==> src/rtl/mac_pkg.sv <==
// Shared MAC/drain definitions: drain FSM states, drain FIFO depth, result width.
// Latency: n/a (types and constants only).
// Backpressure: n/a.
package mac_pkg;

    localparam int DATA_WIDTH_INIT_MATRIX = 32;
    localparam int K                      = 4;

    // Result word width shared by the MAC accumulator and the drain: product plus K-way growth
    function automatic int result_width(input int init_width, input int k_dim);
        return init_width * 2 + $clog2(k_dim);
    endfunction

    localparam int RESULT_WIDTH     = result_width(DATA_WIDTH_INIT_MATRIX, K);
    localparam int DRAIN_FIFO_DEPTH = 4;

    typedef enum logic [1:0] {
        IDLE  = 2'd0,
        READ  = 2'd1,
        FLUSH = 2'd2,
        DONE  = 2'd3
    } drain_state_t;

endpackage

==> src/rtl/mat_c_drain_if.sv <==
// Output element stream of the C drain: valid/ready with element value and (row, col, last) tags.
// Latency: n/a (wires only).
// Backpressure: master holds all out_* stable while out_valid && !out_ready.
interface mat_c_drain_if #(
    parameter int OUT_WIDTH = 32,
    parameter int ROW_W     = 2,
    parameter int COL_W     = 2
);
    logic                 out_valid;
    logic                 out_ready;
    logic [OUT_WIDTH-1:0] out_data;
    logic [ROW_W-1:0]     out_row;
    logic [COL_W-1:0]     out_col;
    logic                 out_last;

    modport master (
        output out_valid, out_data, out_row, out_col, out_last,
        input  out_ready
    );

    modport slave (
        input  out_valid, out_data, out_row, out_col, out_last,
        output out_ready
    );
endinterface

==> src/rtl/mat_c_fifo.sv <==
// Small synchronous FIFO holding drained elements {data, row, col, last}; head is always visible.
// Latency: a push is visible at the head the cycle after it is written.
// Backpressure: none internally; the producer's credit rule keeps it from overflowing.
module mat_c_fifo
    import mac_pkg::*;
#(
    parameter  int WIDTH = 8,
    parameter  int DEPTH = DRAIN_FIFO_DEPTH,
    localparam int PTR_W = $clog2(DEPTH),
    localparam int CNT_W = $clog2(DEPTH + 1)
) (
    input  logic             clk,
    input  logic             reset,
    input  logic             push,
    input  logic [WIDTH-1:0] push_data,
    input  logic             pop,
    output logic [WIDTH-1:0] head_data,
    output logic [CNT_W-1:0] count
);

    logic [WIDTH-1:0] mem [DEPTH];
    logic [PTR_W-1:0] wr_ptr;
    logic [PTR_W-1:0] rd_ptr;
    logic             do_pop;

    assign do_pop    = pop && (count != '0);
    assign head_data = mem[rd_ptr];

    // Storage, pointers and occupancy; reset clears storage so the head reads zero
    always_ff @(posedge clk or posedge reset) begin
        if (reset) begin
            for (int i = 0; i < DEPTH; i++) begin
                mem[i] <= '0;
            end
            wr_ptr <= '0;
            rd_ptr <= '0;
            count  <= '0;
        end else begin
            if (push) begin
                mem[wr_ptr] <= push_data;
                wr_ptr      <= wr_ptr + PTR_W'(1);
            end
            if (do_pop) begin
                rd_ptr <= rd_ptr + PTR_W'(1);
            end
            case ({push, do_pop})
                2'b10:   count <= count + CNT_W'(1);
                2'b01:   count <= count - CNT_W'(1);
                default: count <= count;
            endcase
        end
    end

endmodule

==> src/rtl/mat_c_drain.sv <==
// Reads result matrix C from SRAM in row-major order and streams one element per accepted beat.
// Latency: start at t -> first read t+1 -> first out_valid t+3; done the cycle after the last beat.
// Backpressure: reads are credit-limited to FIFO space (count + inflight < 4); out_* hold while stalled.
// Optional MAT_C_DRAIN_SAT_EN: saturate elements to OUT_WIDTH instead of truncating.
module mat_c_drain
    import mac_pkg::*;
#(
    parameter  int M                        = 4,
    parameter  int N                        = 4,
    parameter  int DATA_WIDTH_RESULT_MATRIX = RESULT_WIDTH,
    parameter  int OUT_WIDTH                = 32,
    localparam int ROW_W                    = $clog2(M),
    localparam int COL_W                    = $clog2(N)
) (
    input  logic                                clk,
    input  logic                                reset,
    input  logic                                start,
    output logic                                busy,
    output logic                                done,
    output logic                                matrix_c_re,
    output logic [ROW_W-1:0]                    row_addr_c,
    output logic [COL_W-1:0]                    col_addr_c,
    input  logic [DATA_WIDTH_RESULT_MATRIX-1:0] data_in_c,
    mat_c_drain_if.master                       out_if
);

    localparam int DW    = DATA_WIDTH_RESULT_MATRIX;
    localparam int ENT_W = OUT_WIDTH + ROW_W + COL_W + 1;
    localparam int CNT_W = $clog2(DRAIN_FIFO_DEPTH + 1);

    drain_state_t         state;
    drain_state_t         state_nxt;
    logic [ROW_W-1:0]     row_q;
    logic [COL_W-1:0]     col_q;
    logic                 inflight;
    logic [ROW_W-1:0]     rd_row;
    logic [COL_W-1:0]     rd_col;
    logic                 rd_last;
    logic [CNT_W-1:0]     fifo_count;
    logic [ENT_W-1:0]     head;
    logic [OUT_WIDTH-1:0] conv_data;
    logic                 issue;
    logic                 last_addr;
    logic                 pop;
    logic                 flush_done;

    assign last_addr  = (row_q == ROW_W'(M - 1)) && (col_q == COL_W'(N - 1));
    assign issue      = (state == READ) &&
                        ((32'(fifo_count) + 32'(inflight)) < 32'(DRAIN_FIFO_DEPTH));
    assign pop        = out_if.out_valid && out_if.out_ready;
    // Count the pop happening now so DONE follows the last beat with no idle cycle
    assign flush_done = !inflight &&
                        ((fifo_count == '0) || ((fifo_count == CNT_W'(1)) && pop));

`ifdef MAT_C_DRAIN_SAT_EN
    generate
        if (OUT_WIDTH < DW) begin : g_sat
            assign conv_data = (|data_in_c[DW-1:OUT_WIDTH]) ? '1 : data_in_c[OUT_WIDTH-1:0];
        end else begin : g_pass
            assign conv_data = data_in_c[OUT_WIDTH-1:0];
        end
    endgenerate
`else
    logic unused_hi_bits;
    assign conv_data      = data_in_c[OUT_WIDTH-1:0];
    assign unused_hi_bits = ^data_in_c;
`endif

    // FSM state register
    always_ff @(posedge clk or posedge reset) begin
        if (reset) begin
            state <= IDLE;
        end else begin
            state <= state_nxt;
        end
    end

    // FSM next state; start outside IDLE is ignored
    always_comb begin
        state_nxt = state;
        case (state)
            IDLE:    if (start) state_nxt = READ;
            READ:    if (issue && last_addr) state_nxt = FLUSH;
            FLUSH:   if (flush_done) state_nxt = DONE;
            DONE:    state_nxt = IDLE;
            default: state_nxt = IDLE;
        endcase
    end

    // FSM outputs: status and SRAM read port, addresses parked at zero when not reading
    always_comb begin
        busy        = (state != IDLE);
        done        = (state == DONE);
        matrix_c_re = issue;
        row_addr_c  = issue ? row_q : '0;
        col_addr_c  = issue ? col_q : '0;
    end

    // Row-major read counters, column first, cleared when a drain starts
    always_ff @(posedge clk or posedge reset) begin
        if (reset) begin
            row_q <= '0;
            col_q <= '0;
        end else if ((state == IDLE) && start) begin
            row_q <= '0;
            col_q <= '0;
        end else if (issue) begin
            if (col_q == COL_W'(N - 1)) begin
                col_q <= '0;
                row_q <= row_q + ROW_W'(1);
            end else begin
                col_q <= col_q + COL_W'(1);
            end
        end
    end

    // Index of the read in flight, delayed one cycle to line up with SRAM data
    always_ff @(posedge clk or posedge reset) begin
        if (reset) begin
            inflight <= 1'b0;
            rd_row   <= '0;
            rd_col   <= '0;
            rd_last  <= 1'b0;
        end else begin
            inflight <= issue;
            rd_row   <= row_q;
            rd_col   <= col_q;
            rd_last  <= last_addr;
        end
    end

    mat_c_fifo #(
        .WIDTH (ENT_W),
        .DEPTH (DRAIN_FIFO_DEPTH)
    ) u_fifo (
        .clk       (clk),
        .reset     (reset),
        .push      (inflight),
        .push_data ({conv_data, rd_row, rd_col, rd_last}),
        .pop       (pop),
        .head_data (head),
        .count     (fifo_count)
    );

    assign out_if.out_valid = (fifo_count != '0);
    assign {out_if.out_data, out_if.out_row, out_if.out_col, out_if.out_last} = head;

endmodule

==> src/flat_wrapper.sv <==
// flat-port wrapper written by rule: the top's interface ports become plain ports
module mat_c_drain_flat import mac_pkg::*;
#(
    parameter  int M                        = 4,
    parameter  int N                        = 4,
    parameter  int DATA_WIDTH_RESULT_MATRIX = RESULT_WIDTH,
    parameter  int OUT_WIDTH                = 32,
    localparam int ROW_W                    = $clog2(M),
    localparam int COL_W                    = $clog2(N)
)
  (clk, reset, start, busy, done, matrix_c_re, row_addr_c, col_addr_c, data_in_c, out_if_out_valid, out_if_out_data, out_if_out_row, out_if_out_col, out_if_out_last, out_if_out_ready);
  mat_c_drain_if #(.OUT_WIDTH(OUT_WIDTH), .ROW_W(($clog2(M))), .COL_W(($clog2(N)))) out_if_i ();
  input  logic clk;
  input  logic reset;
  input  logic start;
  output logic busy;
  output logic done;
  output logic matrix_c_re;
  output logic [ROW_W-1:0] row_addr_c;
  output logic [COL_W-1:0] col_addr_c;
  input  logic [DATA_WIDTH_RESULT_MATRIX-1:0] data_in_c;
  output wire logic [$bits(out_if_i.out_valid)-1:0] out_if_out_valid;
  output wire logic [$bits(out_if_i.out_data)-1:0] out_if_out_data;
  output wire logic [$bits(out_if_i.out_row)-1:0] out_if_out_row;
  output wire logic [$bits(out_if_i.out_col)-1:0] out_if_out_col;
  output wire logic [$bits(out_if_i.out_last)-1:0] out_if_out_last;
  input wire logic [$bits(out_if_i.out_ready)-1:0] out_if_out_ready;
  assign out_if_out_valid = out_if_i.out_valid;
  assign out_if_out_data = out_if_i.out_data;
  assign out_if_out_row = out_if_i.out_row;
  assign out_if_out_col = out_if_i.out_col;
  assign out_if_out_last = out_if_i.out_last;
  assign out_if_i.out_ready = out_if_out_ready;
  mat_c_drain #(.M(M), .N(N), .DATA_WIDTH_RESULT_MATRIX(DATA_WIDTH_RESULT_MATRIX), .OUT_WIDTH(OUT_WIDTH)) u_core (.clk(clk), .reset(reset), .start(start), .busy(busy), .done(done), .matrix_c_re(matrix_c_re), .row_addr_c(row_addr_c), .col_addr_c(col_addr_c), .data_in_c(data_in_c), .out_if(out_if_i));
endmodule
==> config.mk <==
export PLATFORM = sky130hd
export DESIGN_NAME = mat_c_drain_flat
export DESIGN_NICKNAME = d
export VERILOG_FILES = /design/src/rtl/mac_pkg.sv /design/src/rtl/mat_c_drain_if.sv /design/src/rtl/mat_c_fifo.sv /design/src/rtl/mat_c_drain.sv /design/src/flat_wrapper.sv
export SDC_FILE = /design/constraint.sdc
export NUM_CORES = 1
export LEC_CHECK = 0
export CORE_MARGIN = 3
export CORE_UTILIZATION = 58
export DETAILED_ROUTE_END_ITERATION = 8
export PLACE_DENSITY = 0.93
export SYNTH_ARGS = -nofsm -noshare
export SYNTH_HDL_FRONTEND = slang
export SYNTH_SLANG_ARGS = --single-unit
==> constraint.sdc <==
create_clock -name clk -period 14.72 [get_ports clk]
set_input_delay 2.208 -clock clk [delete_from_list [all_inputs] [get_ports clk]]
set_output_delay 2.208 -clock clk [all_outputs]
set_load 0.05 [all_outputs]
[Yosys cells after proc, flatten, opt, wreduce, memory -nomap -nowiden]
Index checks and enable logic that the tools add are counted.
W data, S select, Z words.
Storage, ports and cells
  register bits: 167
Cells by class
  eq/ne operators: 11
  bitwise operators: 2
  muxes and demuxes: 19
  reductions and logical operators: 20
  $add $sub $neg: 7
  $lt $le $gt $ge: 4
Operators by type and width (number)
  $bwmux W148: 1
  $mux W37: 3
  $bmux W37 S2: 1
  $demux W37 S2: 1
  $lt A32 B3 Y1 const B: 1
  $mux W2: 11
  $eq A2 B2 Y1 const B: 5
  $logic_and A1 B1 Y1: 9
  $add A2 B1 Y2 const B: 4
  $pmux W2 S4: 1
  $reduce_bool A2 Y1: 4
  $ge A3 B3 Y1 const B: 2
  $not A2 Y3: 2
  $pmux W3 S2: 1
  $add A3 B1 Y4: 1
  $eq A2 B1 Y1 const B: 2
  $ne A2 B2 Y1 const B: 2
  $add A3 B1 Y3 const B: 1
  $eq A3 B1 Y1 const B: 1
  $logic_not A3 Y1: 1
  $lt A3 B1 Y1 const B: 1
  $reduce_and A3 Y1: 1
  $reduce_bool A3 Y1: 1
  $sub A3 B1 Y3 const B: 1
  other kinds (5): 5

[Logic depth before layout (Yosys ltp)]
Gate-level depths: netlist (run 1).
  depth in word-level cells: 7
  mapped depth: 8

[By module]
A second synthesis (run 1) with hierarchy kept.
Unflattened totals
  cells, all modules: 443
  area, all modules: 7414.6 um2
Modules (own cells, without submodules)
  mat_c_fifo: sequential area each 3878.7 um2, instances 1, area each 6799.0 um2, cells an instance 390
  mat_c_drain: sequential area each 300.3 um2, instances 1, area each 615.6 um2, cells an instance 53

[Least setup slack after synthesis (run 1)]
Ideal clock, no wire load.
  kind: reg2out
  from: register u_core.u_fifo.rd_ptr[0]
  to: output out_if_out_data[15]
  data required time: 12.512 ns
  cell stages (with the launch flop): 4
  arrival time: 1.419 ns
  buffers on the path: 2
  slack: 11.093 ns
  cells stage by stage: dfrtp_1 buf_4 buf_4 mux4_2
Between the ends
  cells in the longest elaborated chain, start to end: 4
Ends and longest elaborated chain
  from (decl): line mat_c_fifo.sv:23  | logic [PTR_W-1:0] rd_ptr;
  from (signal assigned): line mat_c_fifo.sv:44  | rd_ptr <= rd_ptr + PTR_W'(1);
  $not A2 Y3 (not written as such): line mat_c_fifo.sv:27  | assign head_data = mem[rd_ptr];
  $bmux W37 S2: line mat_c_fifo.sv:27
  $mux W37 (not written as such) (2 in a row): line mat_c_fifo.sv:27
  to (decl): line flat_wrapper.sv:23  | output wire logic [$bits(out_if_i.out_data)-1:0] out_if_out_data;
No other way between the ends. The select of a mux whose other input is x is not followed.

[Final worst setup path (run 1)]
  from: register u_core.u_fifo.rd_ptr[1]
  to: output out_if_out_col[0]
Between the ends
  cells in the longest elaborated chain, start to end: 4
Ends and longest elaborated chain
  $not A2 Y3 (not written as such): line mat_c_fifo.sv:27
  $bmux W37 S2: line mat_c_fifo.sv:27
  $mux W37 (not written as such) (2 in a row): line mat_c_fifo.sv:27
  to (decl): line flat_wrapper.sv:25  | output wire logic [$bits(out_if_i.out_col)-1:0] out_if_out_col;
No other way between the ends. The select of a mux whose other input is x is not followed.

==> results of run 1 <==
==> worst min-delay path by stage <==
stage	startpoint	to	cells after the start	slack, ns
6_report	u_core.row_q[1]$_DFFE_PP0P_	u_core.rd_row[1]$_DFF_PP0_	0	0.44
2_1_floorplan	u_core.col_q[1]$_DFFE_PP0P_	u_core.rd_col[1]$_DFF_PP0_	0	0.39
5_1_grt	u_core.row_q[1]$_DFFE_PP0P_	u_core.rd_row[1]$_DFF_PP0_	0	0.44
3_5_place_dp	u_core.row_q[1]$_DFFE_PP0P_	u_core.rd_row[1]$_DFF_PP0_	0	0.42
3_3_place_gp	u_core.row_q[1]$_DFFE_PP0P_	u_core.rd_row[1]$_DFF_PP0_	0	0.42
4_1_cts	u_core.row_q[1]$_DFFE_PP0P_	u_core.rd_row[1]$_DFF_PP0_	0	0.44
==> layout by cell type (no fill, tap or decap) <==
cell,synthesis,final
and2_2,1,1
dfrtp_2,0,2
nand2_2,4,4
nor2_1,3,3
clkinv_2,0,4
o21ai_0,3,3
a31oi_4,1,1
bufinv_16,0,3
nand2b_1,2,2
ha_1,16,16
inv_1,11,10
mux4_2,37,37
nand2_1,5,5
mux2_2,148,148
mux2_4,1,1
a21oi_1,4,4
clkbuf_16,0,17
buf_4,2,2
xnor2_1,4,4
clkbuf_8,0,5
clkdlybuf4s50_1,0,80
xor2_1,3,3
and2_1,1,1
mux2i_1,5,5
and3_2,5,5
a32oi_1,1,1
clkbuf_1,0,2
clkinvlp_4,0,1
o2111ai_2,1,1
dfrtp_1,167,165
inv_6,0,1
==> cell type report <==
| cell class | instances | area (µm²) |
|---|---|---|
| clock buffers | 24 | 502 |
| clock inverters | 8 | 118 |
| fillers | 780 | 3310 |
| inverters | 11 | 46.3 |
| multi-input cells | 245 | 3030 |
| flip-flops and latches | 167 | 4180 |
| well taps | 168 | 210 |
| repair buffers | 82 | 816 |
==> worst max-delay path, cell delays in order, from the launching register on <==
cell and delay, ns:
dfrtp_2 1.06, mux4_2 0.62, clkdlybuf4s50_1 0.74
==> through the flow <==
stage	cell area, µm²	hold slack (ns)
4_1_cts	8900	0.436
3_3_place_gp	8280	0.419
6_report	8900	0.442
5_1_grt	8900	0.443
3_5_place_dp	8280	0.418
2_1_floorplan	7370	0.390
==> cell families after synthesis <==
group | after synthesis | share of synthesized area [%]
muxes | 191 | 34.8
adders and majority gates | 16 | 2.72
AOI/OAI and AO/OA | 10 | 1.09
and+or+nand+nor | 21 | 1.61
buffers and inverters | 33 | 2.21
xor gates and xnor gates | 7 | 0.832
DFF | 167 | 56.7
==> registers in the layout, indices dropped and copies added (netlist names) <==
name and flops:
u_core.col_q 2, u_core.inflight 1, u_core.rd_col 2, u_core.rd_last 1, u_core.rd_row 2, u_core.row_q 2
u_core.state 2, u_core.u_fifo.count 3, u_core.u_fifo.mem 148, u_core.u_fifo.rd_ptr 2, u_core.u_fifo.wr_ptr 2
==> synth_stat cells <==
master,instances,share of area [%]
nor2_1,3,0.15
buf_6,1,0.15
inv_1,11,0.56
a21oi_1,4,0.27
and3_2,5,0.51
xor2_1,3,0.36
nand2_2,4,0.34
o2111ai_2,1,0.20
mux2_2,148,23
buf_2,19,1.3
mux2_4,1,0.20
and2_2,1,0.10
nand2b_1,2,0.17
dfrtp_1,167,57
a32oi_1,1,0.12
buf_4,2,0.20
ha_1,16,2.7
mux2i_1,5,0.68
xnor2_1,4,0.48
a31oi_4,1,0.29
and2_1,1,0.085
o21ai_0,3,0.20
mux4_2,37,11
nand2_1,5,0.25
==> routing by layer <==
metal  up-vias  GRT usage [%]  wire (µm)
li1       1796              -          -
met1      2173           25.9       5950
met2        74           36.5       7310
met3        14           5.22        443
met4         0           7.31        195
met5         -              0          0
==> flow_metrics.py, run 1 <==
metrics = {
    "outcome": {
        "status": "completed",
    },
    "sta": {
        "fin_crit_ns": 5.08,
        "timing.setup.tns_ns": 0,
        "setup_viol": 0,
        "hold_violations": 0,
        "maxSlewHeadroom_pct": 29.3,
        "setup_slack_ns": 9.64,
        "worstMarginPinSlew_ns": 1.06,
        "fin_crit_sh_pct": 34.5,
        "finalClockSkew_ns": 0.00604,
        "fmaxAchievable_ghz": 0.197,
        "rsz0062_at_grt": "no",
        "final-max-slew-violation-count": 0,
    },
    "grt": {
        "grt_usage_pct": 21.1,
        "grt_max_degree": 86,
        "antenna_found_initial": 0,
        "grt_pass1_wl_mm": 23.0,
        "grt_overflow": 0,
        "first_global_vias": 4552,
    },
    "flow_run": {
        "drv_cap": 0,
    },
    "worst_setup_path": {
        "worstPathRequired_ns": 12.51,
        "crit_end": "out_if_out_col[0]",
        "arrival_ns": 2.87,
        "timing.rr.start": "u_core.u_fifo.wr_ptr[0]$_DFFE_PP0P_",
        "r2r-end": "u_core.u_fifo.mem[64]$_DFFE_PP0P_",
        "worstRegToRegCells": 4,
        "worst-path-max-fanout": 38,
        "setup.worst_path.end_class": "primary output",
        "cp-start-kind": "flip-flop",
        "crit_type": "flip-flop to primary output",
        "crit_start": "u_core.u_fifo.rd_ptr[1]$_DFFE_PP0N_",
        "r2r_slack_ns": 12.69,
    },
    "placed_design": {
        "dp_hpwl_mm": 8.43,
        "place_congestion": 0.771,
        "numPortBuffers": 80,
        "place_ws_ns": 10.04,
        "dp.cells": 673,
    },
    "logic_synthesis": {
        "yosysSeqAreaShare_pct": 56.7,
        "avgSynthCellArea_um2": 16.6,
        "syn_inst": 445,
        "synthesis.nets": 531,
        "synth_area_mm2": 0.00737,
        "yosysWarnings": 0,
        "ys_ff_latch": 167,
        "synth_cell_types": 24,
    },
    "clocking": {
        "cts_buffers": 17,
        "cts_max_level": 4,
        "tritoncts": "built",
        "clk_pin_slew_ns": 0.06,
        "cts-resized-gates": 0,
        "cts_max_path_buffers": 2,
        "post_cts_buffers": 0,
        "cts_sinks": 167,
        "worstSkewPairLatency_ns": 0.42,
        "clock-root-buffer": "clkbuf_16",
        "postCtsHoldBufs": 0,
    },
    "drt": {
        "avgViaCountPerCell": 5.75,
        "routedWlPerCell_um": 19.7,
        "first_iter_violations": 177,
        "drc_errors": 0,
        "ant_nets": 0,
        "first_pass_iters": 4,
        "drt_wl_total_mm": 13.9,
        "num_vias": 4057,
    },
    "floorplanning": {
        "core_area_mm2": 0.0122,
        "start_util_pct": 60.3,
        "fp.dieW_um": 119,
        "ios": 115,
        "die-area_mm2": 0.0141,
        "die_h_um": 119,
        "rows": 40,
    },
    "layout": {
        "antennaDiodeCount": 0,
        "instances_no_fill": 705,
        "nNetsFinal": 610,
        "post-route-util_pct": 72.9,
        "area_growth_pct": 20.8,
        "drive_gt1_share_pct": 43.4,
    },
    "hold_path": {
        "hold_path.class": "flip-flop to flip-flop",
    },
}
Power of run 1 is left out: the tool's default activity adds up to more than one toggle a clock period on the data nets, which glitch-free logic cannot reach.
==> run 2, diff against run 1 <==
Settings changed: CORE_UTILIZATION 58 to 54, PLACE_DENSITY 0.93 to 0.88.
Clock period 14.72 ns to 5.05 ns, I/O delays scaled along.
==> flow_metrics.py, run 2 (same netlist as run 1, synthesis figures left out) <==
metrics = {
    "outcome": {
        "status": "completed",
    },
    "worst_setup_path": {
        "r2r-end": "u_core.u_fifo.mem[141]$_DFFE_PP0P_",
        "worstRegToRegCells": 4,
        "cp-start-kind": "flip-flop",
        "setup.worst_path.end_class": "primary output",
        "r2r_slack_ns": 3.02,
        "crit_end": "out_if_out_data[2]",
        "crit_start": "u_core.u_fifo.rd_ptr[0]$_DFFE_PP0N_",
        "arrival_ns": 2.88,
        "worst-path-max-fanout": 31,
        "crit_type": "flip-flop to primary output",
        "worstPathRequired_ns": 4.29,
        "timing.rr.start": "u_core.u_fifo.wr_ptr[0]$_DFFE_PP0P_",
    },
    "hold_path": {
        "hold_path.class": "flip-flop to flip-flop",
    },
    "drt": {
        "ant_nets": 0,
        "first_pass_iters": 4,
        "avgViaCountPerCell": 5.65,
        "routedWlPerCell_um": 19.5,
        "drt_wl_total_mm": 13.9,
        "drc_errors": 0,
        "num_vias": 4024,
        "first_iter_violations": 188,
    },
    "layout": {
        "drive_gt1_share_pct": 43.3,
        "regMostFlops": "u_core.u_fifo.mem",
        "largest_register_ff_count": 148,
        "fill_cells": 913,
        "nNetsFinal": 610,
        "layout_commonest_cell": "dfrtp_1",
        "area_growth_pct": 20.1,
        "final_cell_mix": "dfrtp_1, mux2_2, clkdlybuf4s50_1, mux4_2, clkbuf_16",
        "antennaDiodeCount": 0,
        "largestRegisters": "u_core.u_fifo.mem x148, u_core.u_fifo.count x3",
    },
    "sta": {
        "final-max-slew-violation-count": 0,
        "fin_crit_ns": 3.64,
        "setup_viol": 0,
        "hold_violations": 0,
        "finalClockSkew_ns": 0.00533,
        "timing.setup.tns_ns": 0,
        "worstMarginPinSlew_ns": 1.08,
        "rsz0062_at_grt": "no",
        "fin_crit_sh_pct": 72.0,
        "fmaxAchievable_ghz": 0.275,
        "maxSlewHeadroom_pct": 27.8,
    },
    "grt": {
        "grt_pass1_wl_mm": 22.7,
        "grt_overflow": 0,
        "first_global_vias": 4402,
        "grt_usage_pct": 19.7,
        "antenna_found_initial": 0,
        "grt_max_degree": 168,
    },
    "flow_run": {
        "drv_cap": 0,
    },
    "floorplanning": {
        "ios": 115,
        "fp.dieW_um": 123,
        "die_h_um": 123,
        "core_area_mm2": 0.0133,
        "start_util_pct": 55.4,
        "rows": 42,
        "die-area_mm2": 0.0151,
    },
    "clocking": {
        "cts_max_level": 4,
        "postCtsHoldBufs": 0,
        "cts_max_path_buffers": 2,
        "worstSkewPairLatency_ns": 0.41,
        "post_cts_buffers": 0,
        "cts_buffers": 17,
        "tritoncts": "built",
        "clk_pin_slew_ns": 0.06,
        "cts_sinks": 167,
        "clock-root-buffer": "clkbuf_16",
        "cts-resized-gates": 0,
    },
    "placed_design": {
        "place_congestion": 0.779,
        "numPortBuffers": 80,
        "dp_hpwl_mm": 8.60,
    },
}
==> run 2: changes by cell type in the layout (fill, tap and decap cells not counted), sizes merged <==
cell	delta
clkinvlp	+1
bufinv	-2
inv	-1
clkinv	+3
clkbuf	-2
==> run 2: metal layers <==
layer | share of wire [%] | vias up | GRT usage [%]
li1 | - | 1802 | -
met1 | 43 | 2146 | 25.7
met2 | 52 | 69 | 32.9
met3 | 4.2 | 7 | 5.35
met4 | 0.59 | 0 | 5.11
met5 | 0 | - | 0
==> run 2: worst min-delay path by stage <==
stage	slack [ns]	depth (start not counted)	to	start
6_report	0.45	0	u_core.rd_row[1]$_DFF_PP0_	u_core.row_q[1]$_DFFE_PP0P_
5_1_grt	0.49	0	u_core.rd_row[1]$_DFF_PP0_	u_core.row_q[1]$_DFFE_PP0P_
3_3_place_gp	0.42	0	u_core.rd_row[1]$_DFF_PP0_	u_core.row_q[1]$_DFFE_PP0P_
2_1_floorplan	0.39	0	u_core.rd_col[1]$_DFF_PP0_	u_core.col_q[1]$_DFFE_PP0P_
4_1_cts	0.44	0	u_core.rd_row[1]$_DFF_PP0_	u_core.row_q[1]$_DFFE_PP0P_
3_5_place_dp	0.43	0	u_core.rd_row[1]$_DFF_PP0_	u_core.row_q[1]$_DFFE_PP0P_
==> run 2: per-stage QoR <==
| step | cell area (µm²) | util (%) | hold slack [ns] | setup slack (ns) | instances |
|---|---|---|---|---|---|
| after detailed placement | 8300 | 62.4 | 0.428 | 1.77 | 681 |
| after global routing | 8850 | 66.6 | 0.488 | 1.24 | 712 |
| after global placement | 8300 | 62.4 | 0.420 | 1.76 | 681 |
| after floorplan | 7370 | - | 0.390 | 2.17 | 445 |
| final | 8850 | 66.6 | 0.451 | 1.41 | 712 |
| after CTS | 8850 | 66.6 | 0.445 | 1.32 | 712 |
==> run 2: area by class of cell <==
cell class / count / area (µm²) / area share [%]
inverters: 11 / 45.0 / 0.509
multi-input cells: 245 / 3030 / 34.2
well taps: 176 / 220 / 2.49
clock buffers: 22 / 474 / 5.36
repair buffers: 82 / 828 / 9.36
flip-flops and latches: 167 / 4180 / 47.2
clock inverters: 9 / 76.3 / 0.862
==> run 2: critical path: stages (launching register included) <==
cell,delay [ns]
dfrtp_2,0.54
buf_4,0.56
mux4_2,0.60
clkdlybuf4s50_1,0.72
Power of run 2 is left out for the same reason.
==> run 3, diff against run 2 <==
Settings changed: CORE_UTILIZATION 54 to 49, PLACE_DENSITY 0.88 to 0.85.
Clock period 5.05 ns to 3 ns, I/O delays scaled along.
==> flow_metrics.py, run 3 (same netlist as run 1, synthesis figures left out) <==
metrics = {
    "outcome": {
        "status": "completed",
    },
    "worst_setup_path": {
        "cp-start-kind": "flip-flop",
        "crit_type": "flip-flop to primary output",
        "worstPathRequired_ns": 2.55,
        "worstRegToRegCells": 8,
        "setup.worst_path.end_class": "primary output",
        "worst-path-max-fanout": 11,
        "arrival_ns": 2.34,
    },
    "floorplanning": {
        "rows": 44,
        "die-area_mm2": 0.0165,
        "ios": 115,
        "fp.dieW_um": 129,
        "core_area_mm2": 0.0146,
        "start_util_pct": 50.3,
        "die_h_um": 129,
    },
    "clocking": {
        "tritoncts": "built",
        "cts_buffers": 17,
        "cts-resized-gates": 1,
        "cts_sinks": 167,
        "cts_max_path_buffers": 2,
        "postCtsHoldBufs": 0,
        "cts_max_level": 4,
        "worstSkewPairLatency_ns": 0.42,
        "clock-root-buffer": "clkbuf_16",
        "post_cts_buffers": 0,
        "clk_pin_slew_ns": 0.06,
    },
    "power_and_ir_drop": {
        "p_leak_nw": 3.99,
        "ir_worst_vdd_mv": 0.651,
        "power_density_mw_per_mm2": 1320,
    },
    "layout": {
        "nNetsFinal": 621,
        "area_growth_pct": 22.6,
        "layout_commonest_cell": "dfrtp_1",
        "post-route-util_pct": 61.7,
        "multi_input_area_mm2": 0.00303,
        "largest_register_ff_count": 148,
        "drive_gt1_share_pct": 47.8,
        "seqCellArea_mm2": 0.00418,
        "largestRegisters": "u_core.u_fifo.mem x148, u_core.u_fifo.count x3",
        "antennaDiodeCount": 0,
        "fill_cells": 1045,
        "final_cell_mix": "dfrtp_1, mux2_2, clkdlybuf4s50_1, mux4_2, buf_4",
        "regMostFlops": "u_core.u_fifo.mem",
    },
    "drt": {
        "wl_met2_mm": 7.38,
        "drc_errors": 0,
        "route.met3.wl_um": 512,
        "ant_nets": 0,
        "num_vias": 4073,
        "routedWlPerCell_um": 19.1,
        "first_iter_violations": 174,
        "first_pass_iters": 4,
        "top_layer": "met4",
        "drt-met1-wl_mm": 5.90,
        "avgViaCountPerCell": 5.56,
        "drt_wl_total_mm": 14.0,
    },
    "hold_path": {
        "hold_path.class": "flip-flop to flip-flop",
        "worstHoldPathCells": 0,
    },
    "grt": {
        "antenna_found_initial": 0,
        "first_global_vias": 4571,
        "grt_overflow": 0,
        "grt_pass1_wl_mm": 23.1,
        "grt_max_degree": 97,
        "grt_usage_pct": 18.1,
    },
    "sta": {
        "setup_viol": 0,
        "maxSlewHeadroom_pct": 60.1,
        "final-max-slew-violation-count": 0,
        "fin_crit_sh_pct": 93.0,
        "fin_crit_ns": 2.79,
        "fmaxAchievable_ghz": 0.358,
        "finalClockSkew_ns": 0.00802,
        "worstMarginPinSlew_ns": 0.596,
        "timing.setup.tns_ns": 0,
        "rsz0062_at_grt": "no",
        "hold_violations": 0,
    },
    "flow_run": {
        "drv_cap": 0,
    },
    "placed_design": {
        "dp_hpwl_mm": 9.33,
        "numPortBuffers": 80,
        "place_congestion": 0.733,
    },
}
run 3: per-stage QoR:
| step | setup WS, ns | std cells | hold slack (ns) | area [µm²] | power (mW) |
|---|---|---|---|---|---|
| 2_1_floorplan | 0.423 | 445 | 0.390 | 7370 | 8.27 |
| 3_3_place_gp | 0.475 | 700 | 0.412 | 8420 | 9.68 |
| 3_5_place_dp | 0.468 | 700 | 0.430 | 8420 | 9.93 |
| 4_1_cts | 0.00162 | 732 | 0.447 | 9010 | 12.1 |
| 5_1_grt | 0.127 | 732 | 0.464 | 9030 | 12.5 |
| 6_report | 0.209 | 732 | 0.433 | 9030 | 11.9 |
run 3: layout make-up:
class | instances | area share, %
Sequential cell | 167 | 46.3
Multi-Input combinational cell | 245 | 33.5
Timing Repair Buffer | 93 | 10.7
Clock buffer | 21 | 5.10
Tap cell | 184 | 2.55
Clock inverter | 11 | 1.38
Inverter | 11 | 0.499
run 3: critical path, cell delays in order (launching register included):
cell	delay, ns
dfrtp_2	0.60
mux4_2	0.59
clkdlybuf4s50_1	0.73
run 3: worst paths after layout:
path	to	slack, ns	startpoint
min in group asynchronous	u_core.u_fifo.mem[84]$_DFFE_PP0P_	0.53	reset
setup / recovery	out_if_out_last	0.21	u_core.u_fifo.rd_ptr[0]$_DFFE_PP0N_
max in group asynchronous	u_core.u_fifo.mem[94]$_DFFE_PP0P_	2.03	reset
hold reg to reg	u_core.rd_col[1]$_DFF_PP0_	0.43	u_core.col_q[1]$_DFFE_PP0P_
hold / removal	u_core.rd_col[1]$_DFF_PP0_	0.43	u_core.col_q[1]$_DFFE_PP0P_
setup reg to reg	u_core.u_fifo.count[2]$_DFFE_PP0P_	1.14	u_core.u_fifo.count[0]$_DFFE_PP0P_
run 3: per-layer routing:
layer,vias to the layer above,GRT usage (%)
met2,69,31.7
met1,2172,22.1
met4,0,5.74
met5,-,0
li1,1818,-
met3,14,4.69
run 3: report_power, final:
| group | switching [mW] | internal (mW) |
|---|---|---|
| Clock | 0.859 | 1.27 |
| Sequential | 0.643 | 3.33 |
| Combinational | 3.17 | 2.66 |
| Total | 4.67 | 7.26 |
Note: power is estimated with default switching activity, not from simulation.
